File: src/rtl/serial_adder.sv
// serial_adder: bit-serial ripple adder, one bit per clock, LSB first.
// A start in IDLE captures both operands and the carry-in. RUN then
// consumes WIDTH bits. DONE raises a one-cycle done pulse while the
// completed sum and carry-out are published on registered outputs.
module serial_adder #(
    parameter int WIDTH = 8
) (
    input  logic             clk,
    input  logic             rst,
    input  logic             start,
    input  logic [WIDTH-1:0] a,
    input  logic [WIDTH-1:0] b,
    input  logic             cin,
    output logic             busy,
    output logic             done,
    output logic [WIDTH-1:0] sum,
    output logic             cout
);

    // The bit counter only has to reach WIDTH-1. The RUN edge that sees
    // that value is the last one.
    localparam int CW = (WIDTH > 1) ? $clog2(WIDTH) : 1;
    localparam logic [CW-1:0] LAST_BIT = CW'(WIDTH - 1);

    // Reject widths outside the supported range at elaboration time.
    if (WIDTH < 2 || WIDTH > 32) begin : g_bad_width
        $error("serial_adder: WIDTH must be in 2..32");
    end

    typedef enum logic [1:0] {
        IDLE = 2'd0,
        RUN  = 2'd1,
        DONE = 2'd2
    } state_t;

    state_t           state_q;
    logic [WIDTH-1:0] a_q;        // operand A, shifted right once per RUN edge
    logic [WIDTH-1:0] b_q;        // operand B, shifted right once per RUN edge
    logic             c_q;        // running carry
    logic [WIDTH-1:0] res_q;      // partial result, filled from the MSB side
    logic [CW-1:0]    cnt_q;      // number of bits already processed
    logic [WIDTH-1:0] sum_q;      // published result, changes only on completion
    logic             cout_q;     // published carry-out
    logic             busy_q;
    logic             done_q;

    logic             sum_bit;
    logic             carry_d;
    logic [WIDTH-1:0] a_d;
    logic [WIDTH-1:0] b_d;
    logic [WIDTH-1:0] res_d;
    logic [CW-1:0]    cnt_d;

    // Full-adder slice on the current LSBs, plus next values of the shifters.
    always_comb begin
        // NOTE: every output of a combinational block gets a value on every
        // path, so no storage can be inferred. Here that holds because each
        // signal is assigned unconditionally.
        sum_bit = a_q[0] ^ b_q[0] ^ c_q;
        carry_d = (a_q[0] & b_q[0]) | (c_q & (a_q[0] ^ b_q[0]));
        a_d     = a_q >> 1;
        b_d     = b_q >> 1;
        res_d   = {sum_bit, res_q[WIDTH-1:1]};
        cnt_d   = cnt_q + CW'(1);
    end

    // Control FSM and datapath registers. The outputs are registered so that
    // busy and done line up exactly with the RUN and DONE states.
    always_ff @(posedge clk) begin
        // NOTE: state is updated with non-blocking assignments, so every
        // right-hand side reads the value from before this edge. That keeps
        // the order of the statements below irrelevant.
        if (rst) begin
            // NOTE: the shift registers are ordinary flops, not a memory
            // array, so they are cleared together with the control state.
            state_q <= IDLE;
            a_q     <= '0;
            b_q     <= '0;
            c_q     <= 1'b0;
            res_q   <= '0;
            cnt_q   <= '0;
            sum_q   <= '0;
            cout_q  <= 1'b0;
            busy_q  <= 1'b0;
            done_q  <= 1'b0;
        end else begin
            case (state_q)
                IDLE: begin
                    done_q <= 1'b0;
                    busy_q <= 1'b0;
                    if (start) begin
                        a_q     <= a;
                        b_q     <= b;
                        c_q     <= cin;
                        res_q   <= '0;
                        cnt_q   <= '0;
                        busy_q  <= 1'b1;
                        state_q <= RUN;
                    end
                end

                RUN: begin
                    // start and the operand inputs are not looked at here.
                    a_q   <= a_d;
                    b_q   <= b_d;
                    c_q   <= carry_d;
                    res_q <= res_d;
                    cnt_q <= cnt_d;
                    if (cnt_q == LAST_BIT) begin
                        // Publish the whole word at once. The partial bits
                        // in res_q never reach the sum output.
                        sum_q   <= res_d;
                        cout_q  <= carry_d;
                        busy_q  <= 1'b0;
                        done_q  <= 1'b1;
                        state_q <= DONE;
                    end
                end

                DONE: begin
                    done_q  <= 1'b0;
                    state_q <= IDLE;
                end

                default: begin
                    busy_q  <= 1'b0;
                    done_q  <= 1'b0;
                    state_q <= IDLE;
                end
            endcase
        end
    end

    assign busy = busy_q;
    assign done = done_q;
    assign sum  = sum_q;
    assign cout = cout_q;

endmodule

File: config.mk
export PLATFORM = sky130hd
export DESIGN_NAME = serial_adder
export DESIGN_NICKNAME = d
export VERILOG_FILES = /design/src/rtl/serial_adder.sv
export SDC_FILE = /design/constraint.sdc
export NUM_CORES = 1
export LEC_CHECK = 0
export ABC_AREA = 1
export BUFFER_PORTS_ARGS = -buffer_cell sky130_fd_sc_hd__buf_2
export CAP_MARGIN = 15
export CORE_MARGIN = 2
export CORE_UTILIZATION = 40
export CTS_BUF_LIST = sky130_fd_sc_hd__clkbuf_4
export DETAILED_ROUTE_END_ITERATION = 6
export GPL_TIMING_DRIVEN = 1
export PLACE_DENSITY = 0.65
export SETUP_SLACK_MARGIN = 0.5
export SLEW_MARGIN = 10
export SYNTH_ARGS = -nofsm -noshare
export SYNTH_HDL_FRONTEND = slang
export SYNTH_SLANG_ARGS = --single-unit
export TNS_END_PERCENT = 50
File: constraint.sdc
create_clock -name clk -period 1.4 [get_ports clk]
set_clock_uncertainty 0.15 [all_clocks]
set_input_delay 0.07 -clock clk [delete_from_list [all_inputs] [get_ports clk]]
set_output_delay 0.07 -clock clk [all_outputs]
set_load 0.005 [all_outputs]
==> metrics, run 1 <==
outcome=complete, but fails checks; failing checks=hold timing; Warnings, synthesis=0; crit path launch=c_q$_SDFFE_PP0P_; final setup TNS=0 ns; WHS=-0.0691 ns; die area=0.00512 mm^2; worst skew pair latency=0.37 ns; Die Y=71.6 um; Final Hold Fails=14; flop2flop setup slack=0.07 ns; Post-synth top flop=dfxtp_1; critical path fanouts, max=2; area occupied by multi-input gates=0.00113 mm^2; hold buffer count at cts=18; Post-Place Cells=355; Boundary Pins=31; # fillers=352; cts bufs inserted=5; WL final=5230 um; vias in the first global route=1,765; Nets=373; maximum vdd drop=0.676 mV; htree depth=2; gr usage total=0.207; Routed Antenna Nets=0; slew margin rel.=0.802; routed via count=1,912; CTS clock-pin slew for the worst setup and hold paths=0.15 ns; Post-synth EDFFs=0; drt drc=0; Initial Utilization=0.417; Syn Nets=301; reg2reg end=res_q[7]$_SDFFE_PP0P_; hpwl dp=2430 um; fmax=749 MHz; PD cells=889 mW/mm^2; router iterations before antenna repair=4; Tcrit/Tclk final=0.953; CTS Sinks=40; ys async rst share=0; highest-count cells in the layout ignoring fill and taps=nand2_1, nor2_1, dfxtp_1; Area growth, synth to finish=61.8%; Post-Syn Instances=278; first-pass GRT wire length=8340 um; Antenna Cells=0; end of the critical path=res_q[7]$_SDFFE_PP0P_; Root Driver=clkbuf_4; Worst Setup End Kind=flop; Die X=71.6 um; GRT Residual Overflow=0; MaxCap Viol Count=0; Via density=4.74; Final min period=1.33 ns; Non-Filler Instances=403; Synth cell types=19; layout cell share with drive strength beyond 1=0.370; Longest Clk Path Bufs=2; post-synthesis sequential element count=40; port buffer count=30; First DRT Iteration DRCs=70; CTS tree=built; Hold Path Class=primary input to flop; worst slew pin tran=0.298 ns; initial antenna violation count=0; leak pwr=1.40 nW; worst reg2reg path startpoint=c_q$_SDFFE_PP0P_; register area share after synthesis=0.438; Core Area=0.00438 mm^2; Arr. time, crit path=1.50 ns; Post-Synthesis Cell Area=0.00183 mm^2; syn_area_per_cell=6.57 um^2; Setup Viol. Count Final=0; largest net degree at the start of global routing=28; unrepaired setup endpoints after global routing=true; WS Path Type=flop to flop; post-DR wirelength/cell=13.0 um; row cnt=24; worst r2r path cells=3; Worst Setup Start Kind=flop; gpl congestion=0.791; Sequential Area=817 um^2; commonest non-fill, non-tap cell in the layout=nand2_1; critical path data required time=1.56 ns; max-slew violation count=0
-- metrics by stage --
| stage | hold WS [ns] | setup slack (ns) | power, mW | utilization | area (um^2) |
|---|---|---|---|---|---|
| after CTS | -0.0904 | 0.104 | 2.52 | 0.617 | 2710 |
| after detailed placement | 0.204 | 0.120 | 1.56 | 0.472 | 2070 |
| after global routing | -0.0715 | 0.0215 | 2.77 | 0.674 | 2960 |
| after global placement | 0.199 | 0.127 | 1.56 | 0.472 | 2070 |
| after floorplan | -0.0183 | 0.172 | 1.49 | - | 1890 |
| final | -0.0691 | 0.0653 | 2.63 | 0.674 | 2960 |
-- worst min-delay path by stage --
stage | from | end | slack (ns) | cells past startpoint
after floorplan | rst | cnt_q[1]$_SDFFE_PP0P_ | -0.02 | 1
after global placement | a[7] | a_q[7]$_SDFFE_PP0P_ | 0.20 | 3
after detailed placement | a[7] | a_q[7]$_SDFFE_PP0P_ | 0.20 | 3
after CTS | rst | state_q[1]$_SDFFE_PP0P_ | -0.09 | 3
after global routing | rst | res_q[4]$_SDFFE_PP0P_ | -0.07 | 3
final | rst | res_q[4]$_SDFFE_PP0P_ | -0.07 | 3
-- sequential cells by signal (all words and copies together) (netlist names) --
name     cells
state_q      2
cout         1
c_q          1
sum          8
b_q          8
busy         1
a_q          8
done         1
cnt_q        3
res_q        7
-- final cells by class --
type                            count  share of cell area
Clock buffer                        5              0.0127
Sequential cell                    40               0.276
Multi-Input combinational cell    199               0.382
Clock inverter                      3              0.0161
Inverter                           29              0.0394
Timing Repair Buffer               75               0.251
Tap cell                           52              0.0220
-- worst max-delay path, stage by stage, from the launching register on --
cell	delay, ns
dfxtp_2	0.36
fa_2	0.59
nand2_1	0.05
a21oi_1	0.12
-- cell usage after synthesis, drive strengths merged (2+ instances only) --
cell type | n | area (um^2)
a21oi | 12 | 60.1
buf | 11 | 81.3
clkbuf | 2 | 7.51
dfxtp | 40 | 801
ha | 2 | 25.0
inv | 28 | 105
nand2 | 103 | 389
nand3 | 19 | 95.1
nor2 | 55 | 206
o21ai | 2 | 21.3
-- cells by family (layout without fill, tap and decap cells) --
family          Yosys count  after routing  synth area share
simple gates            179            182             0.384
buf+inv                  42            112             0.108
flops                    40             40             0.438
compound gates           14             14            0.0445
fa+ha+maj                 3              3            0.0247
-- power by group --
group	leakage (nW)	internal, mW	switching, mW
combinational	1.02	0.294	0.281
clock	0.0454	0.382	0.435
sequential	0.330	1.19	0.0428
-- what timing repair did --
| action | CTS | global route |
|---|---|---|
| pin swaps | 10 | 29 |
| setup buffers | 10 | 2 |
| gates cloned | 6 | 4 |
| endpoints found under the setup margin | 51 | 51 |
| hold endpoints to repair | 30 | 14 |
| gates resized for setup | 39 | 45 |
-- layer usage --
layer / global-route usage / wire, um / up-vias
li1: - / - / 994
met1: 0.252 / 2190 / 866
met2: 0.371 / 2710 / 43
met3: 0.0422 / 203 / 9
met4: 0.0566 / 122 / 0
met5: 0 / 0 / -
No activity file was read; power rests on OpenSTA's default activity.
==> run 2: changes to the inputs <==
--- a/config.mk
+++ b/config.mk
@@ -9,11 +9,11 @@
 export BUFFER_PORTS_ARGS = -buffer_cell sky130_fd_sc_hd__buf_2
 export CAP_MARGIN = 15
 export CORE_MARGIN = 2
-export CORE_UTILIZATION = 40
+export CORE_UTILIZATION = 46
 export CTS_BUF_LIST = sky130_fd_sc_hd__clkbuf_4
 export DETAILED_ROUTE_END_ITERATION = 6
 export GPL_TIMING_DRIVEN = 1
-export PLACE_DENSITY = 0.65
+export PLACE_DENSITY = 0.73
 export SETUP_SLACK_MARGIN = 0.5
 export SLEW_MARGIN = 10
 export SYNTH_ARGS = -nofsm -noshare
==> metrics, run 2 (synthesized netlist as in run 1, its figures left out) <==
largest net degree at the start of global routing=22 (-21%); critical path fanouts, max=7 (+5); Flop pwr share=0.474 (+0.004); post-DR wirelength/cell=16.6 um (+28%); placed cell areas=0.00206 mm^2 (-0.60%); CTS clock-pin slew for the worst setup and hold paths=0.13 ns (-0.02 ns); Final min period=1.36 ns (+0.0254 ns); MaxCap Viol Count=0 (unchanged); final setup TNS=0 ns (unchanged); worst r2r path cells=5 (+2); GRT Residual Overflow=0 (unchanged); Sequential Area=813 um^2 (-0.46%); hpwl dp=2500 um (+2.9%); Nets=375 (+0.54%); Worst Setup Start Kind=flop; reg2reg end=res_q[5]$_SDFFE_PP0P_; Boundary Pins=31 (unchanged); htree depth=2 (unchanged); Int Power=1.85 mW (-1.1%); WHS=-0.0504 ns (+0.0187 ns); critical path data required time=1.54 ns (-0.02 ns); Antenna Cells=0 (unchanged); outcome=complete, but fails checks; die area=0.00449 mm^2 (-12%); PD cells=898 mW/mm^2 (+0.95%); slew margin rel.=0.807 (+0.00526); leak pwr=1.41 nW (+1.1%); layout cell share with drive strength beyond 1=0.351 (-0.0191); Longest Clk Path Bufs=2 (unchanged); Root Driver=clkbuf_4; maximum vdd drop=0.656 mV (-2.9%); final core occ=0.776 (+0.102); router iterations before antenna repair=5 (+1); Die Y=67.0 um (-6.4%); WL final=6660 um (+27%); combinational share of power=0.234 (+0.015); clock share of power=0.292 (-0.019); worst reg2reg path startpoint=state_q[0]$_SDFFE_PP0P_; port buffer count=30 (unchanged); Die X=67.0 um (-6.4%); hold depth=3 (unchanged); Power, Total=2.61 mW (-0.76%); first-pass GRT wire length=7940 um (-4.7%); routed via count=2,108 (+10%); Area growth, synth to finish=59.0%; gpl congestion=0.741 (-6.3%); Setup Viol. Count Final=0 (unchanged); highest-count cells in the layout ignoring fill and taps=nand2_1, nor2_1, dfxtp_1; post-route cell area=0.00291 mm^2 (-1.7%); Worst Setup End Kind=flop; initial antenna violation count=0 (unchanged); # fillers=265 (-25%); gr usage total=0.241 (+0.0336); CP peak stage delay=0.41 ns (-0.18 ns); worst slew pin tran=0.290 ns (-0.00789 ns); CTS Sinks=40 (unchanged); drt drc=0 (unchanged); Routed Antenna Nets=0 (unchanged); flop2flop setup slack=0.04 ns (-0.03 ns); hold buffer count at cts=18 (unchanged); First DRT Iteration DRCs=235 (+240%); Initial Utilization=0.488 (+0.0713); Final Hold Fails=14 (unchanged); Net Sw Frac=0.292 (+0.00282); row cnt=22 (-8.3%); area occupied by multi-input gates=0.00111 mm^2 (-1.4%); failing checks=hold timing; slowest CP cell=dfxtp_4; WS Path Type=flop to flop; worst hold start=rst; commonest non-fill, non-tap cell in the layout=nand2_1; fmax=735 MHz (-1.9%); cts bufs inserted=5 (unchanged); Hold Path Class=primary input to flop; CTS tree=built; worst skew pair latency=0.37 ns (about the same); Worst Hold Path EP=res_q[7]$_SDFFE_PP0P_; worst-path cell chain=o21ai_4 > buf_12 > buf_16 > nand2_1 > a21oi_1; Tcrit/Tclk final=0.972 (+0.0182); Core Area=0.00374 mm^2 (-15%); Switch Pwr=761 uW (+0.21%); Arr. time, crit path=1.50 ns (about the same); Via density=5.26 (+11%); unrepaired setup endpoints after global routing=true; vias in the first global route=1,739 (-1.5%); max-slew violation count=0 (unchanged)
[run 2: cell count changes in the layout (fill, tap and decap cells not counted), moves of 3 or more]
| cell | before | now |
|---|---|---|
| nand2_1 | 79 | 76 |
| nand2_4 | 7 | 10 |
| a21oi_1 | 8 | 12 |
| a21oi_2 | 4 | 0 |
| nor2_1 | 38 | 41 |
| nor2_2 | 13 | 9 |
| nand2_2 | 15 | 18 |
[run 2: metrics by stage]
stage / hold WS (ns) / std cells / setup WS (ns)
6_report: -0.0504 / 401 / 0.0399
3_3_place_gp: 0.208 / 350 / 0.133
3_5_place_dp: 0.211 / 350 / 0.0973
5_1_grt: -0.0621 / 401 / -0.00857
4_1_cts: -0.0750 / 390 / 0.106
2_1_floorplan: -0.0183 / 278 / 0.172
[run 2: layer usage]
metal / global-route usage / share of wire / up-vias
li1: - / - / 989
met1: 0.296 / 0.39 / 972
met3: 0.0557 / 0.083 / 32
met4: 0.0995 / 0.041 / 0
met5: 0 / 0 / -
met2: 0.402 / 0.49 / 115
[run 2: critical path, delay by kind of cell, from the launching register on]
family          cells  cell delay (ns)
simple gates        1             0.06
buf+inv             2             0.31
compound gates      2             0.35
flops               1             0.41
[run 2: worst max path at each step]
stage                                  to  cells past startpoint                    start  slack [ns]
finish              res_q[5]$_SDFFE_PP0P_                      5  state_q[0]$_SDFFE_PP0P_        0.04
detailed placement  res_q[4]$_SDFFE_PP0P_                      5  state_q[0]$_SDFFE_PP0P_         0.1
global route          sum[4]$_SDFFE_PP0P_                      7  state_q[0]$_SDFFE_PP0P_      -0.009
global placement      a_q[1]$_SDFFE_PP0P_                      6  state_q[1]$_SDFFE_PP0P_        0.13
CTS                 res_q[7]$_SDFFE_PP0P_                      3         c_q$_SDFFE_PP0P_        0.11
floorplan           res_q[7]$_SDFFE_PP0P_                      3         c_q$_SDFFE_PP0P_        0.17
[run 2: final cells by class]
| type | count | area share |
|---|---|---|
| Multi-Input combinational cell | 200 | 0.383 |
| Tap cell | 48 | 0.0207 |
| Timing Repair Buffer | 76 | 0.251 |
| Sequential cell | 40 | 0.280 |
| Clock inverter | 3 | 0.0129 |
| Inverter | 29 | 0.0401 |
| Clock buffer | 5 | 0.0129 |
[run 2: timing repair]
item,4_1_cts,5_1_grt
gates resized for setup,19,56
setup buffers,9,4
hold endpoints to repair,31,14
gates cloned,5,7
pin swaps,6,26
endpoints found under the setup margin,51,51
[run 2: power by group through the flow]
stage | registers (mW) | logic [mW] | clock network [mW]
after detailed placement | 1.26 | 0.309 | 0
after global placement | 1.26 | 0.303 | 0
after global routing | 1.24 | 0.656 | 0.805
after CTS | 1.23 | 0.433 | 0.755
after floorplan | 1.25 | 0.240 | 0
final | 1.24 | 0.611 | 0.762
==> run 3: changes to the inputs <==
==> constraint.sdc (replaced) <==
create_clock -name clk -period 1.4 [get_ports clk]
set_clock_uncertainty 0.15 [all_clocks]
set_input_delay 0.14 -clock clk [delete_from_list [all_inputs] [get_ports clk]]
set_output_delay 0.14 -clock clk [all_outputs]
set_load 0.005 [all_outputs]
==> metrics, run 3 (synthesized netlist as in run 1, its figures left out) <==
drt drc=0 (unchanged); critical path fanouts, max=5 (-2); failing checks=hold timing; layout cell share with drive strength beyond 1=0.322 (-0.0295); slowest CP cell=dfxtp_2; worst r2r path cells=6 (+1); hpwl dp=2500 um (unchanged); WS Path Type=flop to flop; Worst Setup End Kind=flop; gr usage total=0.240 (-0.00142); slew margin rel.=0.829 (+0.0224); GRT Residual Overflow=0 (unchanged); Worst Setup Start Kind=flop; Longest Clk Path Bufs=2 (unchanged); Final min period=1.32 ns (-0.0382 ns); flop2flop setup slack=0.08 ns (+0.04 ns); worst reg2reg path startpoint=cnt_q[0]$_SDFFE_PP0P_; hold buffer count at cts=11 (-7); first-pass GRT wire length=7890 um (-0.60%); Root Driver=clkbuf_4; WL final=5700 um (-14%); critical path data required time=1.52 ns (-0.02 ns); reg2reg end=done$_SDFFE_PP0N_; # fillers=263 (-0.75%); Initial Utilization=0.488 (unchanged); largest net degree at the start of global routing=22 (unchanged); PD cells=923 mW/mm^2 (+2.8%); leak pwr=1.36 nW (-3.5%); fmax=756 MHz (+2.9%); post-DR wirelength/cell=14.5 um (-13%); Antenna Cells=0 (unchanged); Area growth, synth to finish=51.1%; Die Y=67.0 um (unchanged); initial antenna violation count=0 (unchanged); worst-path cell chain=ha_4 > ha_4 > buf_4 > buf_4 > nor2_4 > nor3_1; CTS tree=built; worst slew pin tran=0.256 ns (-0.0336 ns); Die X=67.0 um (unchanged); end of the critical path=done$_SDFFE_PP0N_; Tcrit/Tclk final=0.944 (-0.0273); Via density=4.88 (-7.1%); MaxCap Viol Count=0 (unchanged); Routed Antenna Nets=0 (unchanged); Arr. time, crit path=1.44 ns (-0.06 ns); CTS clock-pin slew for the worst setup and hold paths=0.12 ns (about the same); Non-Filler Instances=393 (-2.0%); unrepaired setup endpoints after global routing=true; Power, Total=2.55 mW (-2.3%); max-slew violation count=0 (unchanged); router iterations before antenna repair=5 (unchanged); Hold Path Class=primary input to flop; outcome=complete, but fails checks; Final Hold Fails=7 (-7); maximum vdd drop=0.733 mV (+12%); row cnt=22 (unchanged); WHS=-0.0571 ns (-0.00674 ns); final core occ=0.737 (-0.0388); Core Area=0.00374 mm^2 (unchanged); worst skew pair latency=0.36 ns (about the same); Boundary Pins=31 (unchanged); commonest non-fill, non-tap cell in the layout=nand2_1; routed via count=1,919 (-9.0%); CP peak stage delay=0.36 ns (-0.05 ns); highest-count cells in the layout ignoring fill and taps=nand2_1, nor2_1, dfxtp_1; port buffer count=30 (unchanged); Setup Viol. Count Final=0 (unchanged); cts bufs inserted=5 (unchanged); die area=0.00449 mm^2 (unchanged); final setup TNS=0 ns (unchanged); Post-Place Cells=350 (unchanged); vias in the first global route=1,738 (-0.058%); CTS Sinks=40 (unchanged); gpl congestion=0.741 (unchanged); crit path launch=cnt_q[0]$_SDFFE_PP0P_; htree depth=2 (unchanged); First DRT Iteration DRCs=130 (-45%); Nets=367 (-2.1%)
-- run 3: worst max-delay path: cells and delay by family (launching register included) --
kind                       cells  cell delay (ns)
DFF                            1             0.36
buffers and inverters          2             0.26
adders and majority gates      2             0.34
and+or+nand+nor                2             0.10
-- run 3: per-layer routing --
layer  wire [um]  global-route usage  vias up  part of all wire
li1            -                   -      974                 -
met1        2320               0.290      839              0.41
met2        2740               0.399       86              0.48
met3         436              0.0574       20             0.077
met4         200               0.107        0             0.035
met5           0                   0        -                 0
-- run 3: area by class of cell --
class                   instances  area, um^2  area share
well taps                      48        60.1      0.0218
repair buffers                 69         643       0.233
clock inverters                 3        37.5      0.0136
flip-flops and latches         40         813       0.295
clock buffers                   5        37.5      0.0136
inverters                      29         116      0.0422
multi-input cells             199        1050       0.381
-- run 3: stage by stage --
stage | cell area, um^2 | setup WS, ns
after floorplan | 1890 | 0.172
after global placement | 2060 | 0.133
after detailed placement | 2060 | 0.0973
after CTS | 2460 | 0.106
after global routing | 2760 | 0.0176
final | 2760 | 0.0781
-- run 3: what timing repair did --
item | CTS | global route
endpoints found under the setup margin | 51 | 51
endpoints found under the hold margin | 18 | 7
setup buffers | 9 | 4
resized for setup | 19 | 37
pin swaps | 6 | 22
cloned | 5 | 6
-- run 3: worst min path at each step --
stage | start | to | slack, ns | cells past startpoint
after floorplan | rst | cnt_q[1]$_SDFFE_PP0P_ | 0.05 | 1
after global placement | a[7] | a_q[7]$_SDFFE_PP0P_ | 0.28 | 3
after detailed placement | a[7] | a_q[7]$_SDFFE_PP0P_ | 0.28 | 3
after CTS | start | a_q[7]$_SDFFE_PP0P_ | -0.07 | 3
after global routing | start | a_q[7]$_SDFFE_PP0P_ | -0.05 | 3
final | start | a_q[7]$_SDFFE_PP0P_ | -0.06 | 3
-- run 3: power by group --
part / total, mW / switching [mW] / internal (mW) / leakage, nW
registers: 1.23 / 0.0414 / 1.19 / 0.330
logic: 0.557 / 0.292 / 0.265 / 0.991
clock network: 0.757 / 0.392 / 0.365 / 0.0403
total: 2.55 / 0.725 / 1.82 / 1.36
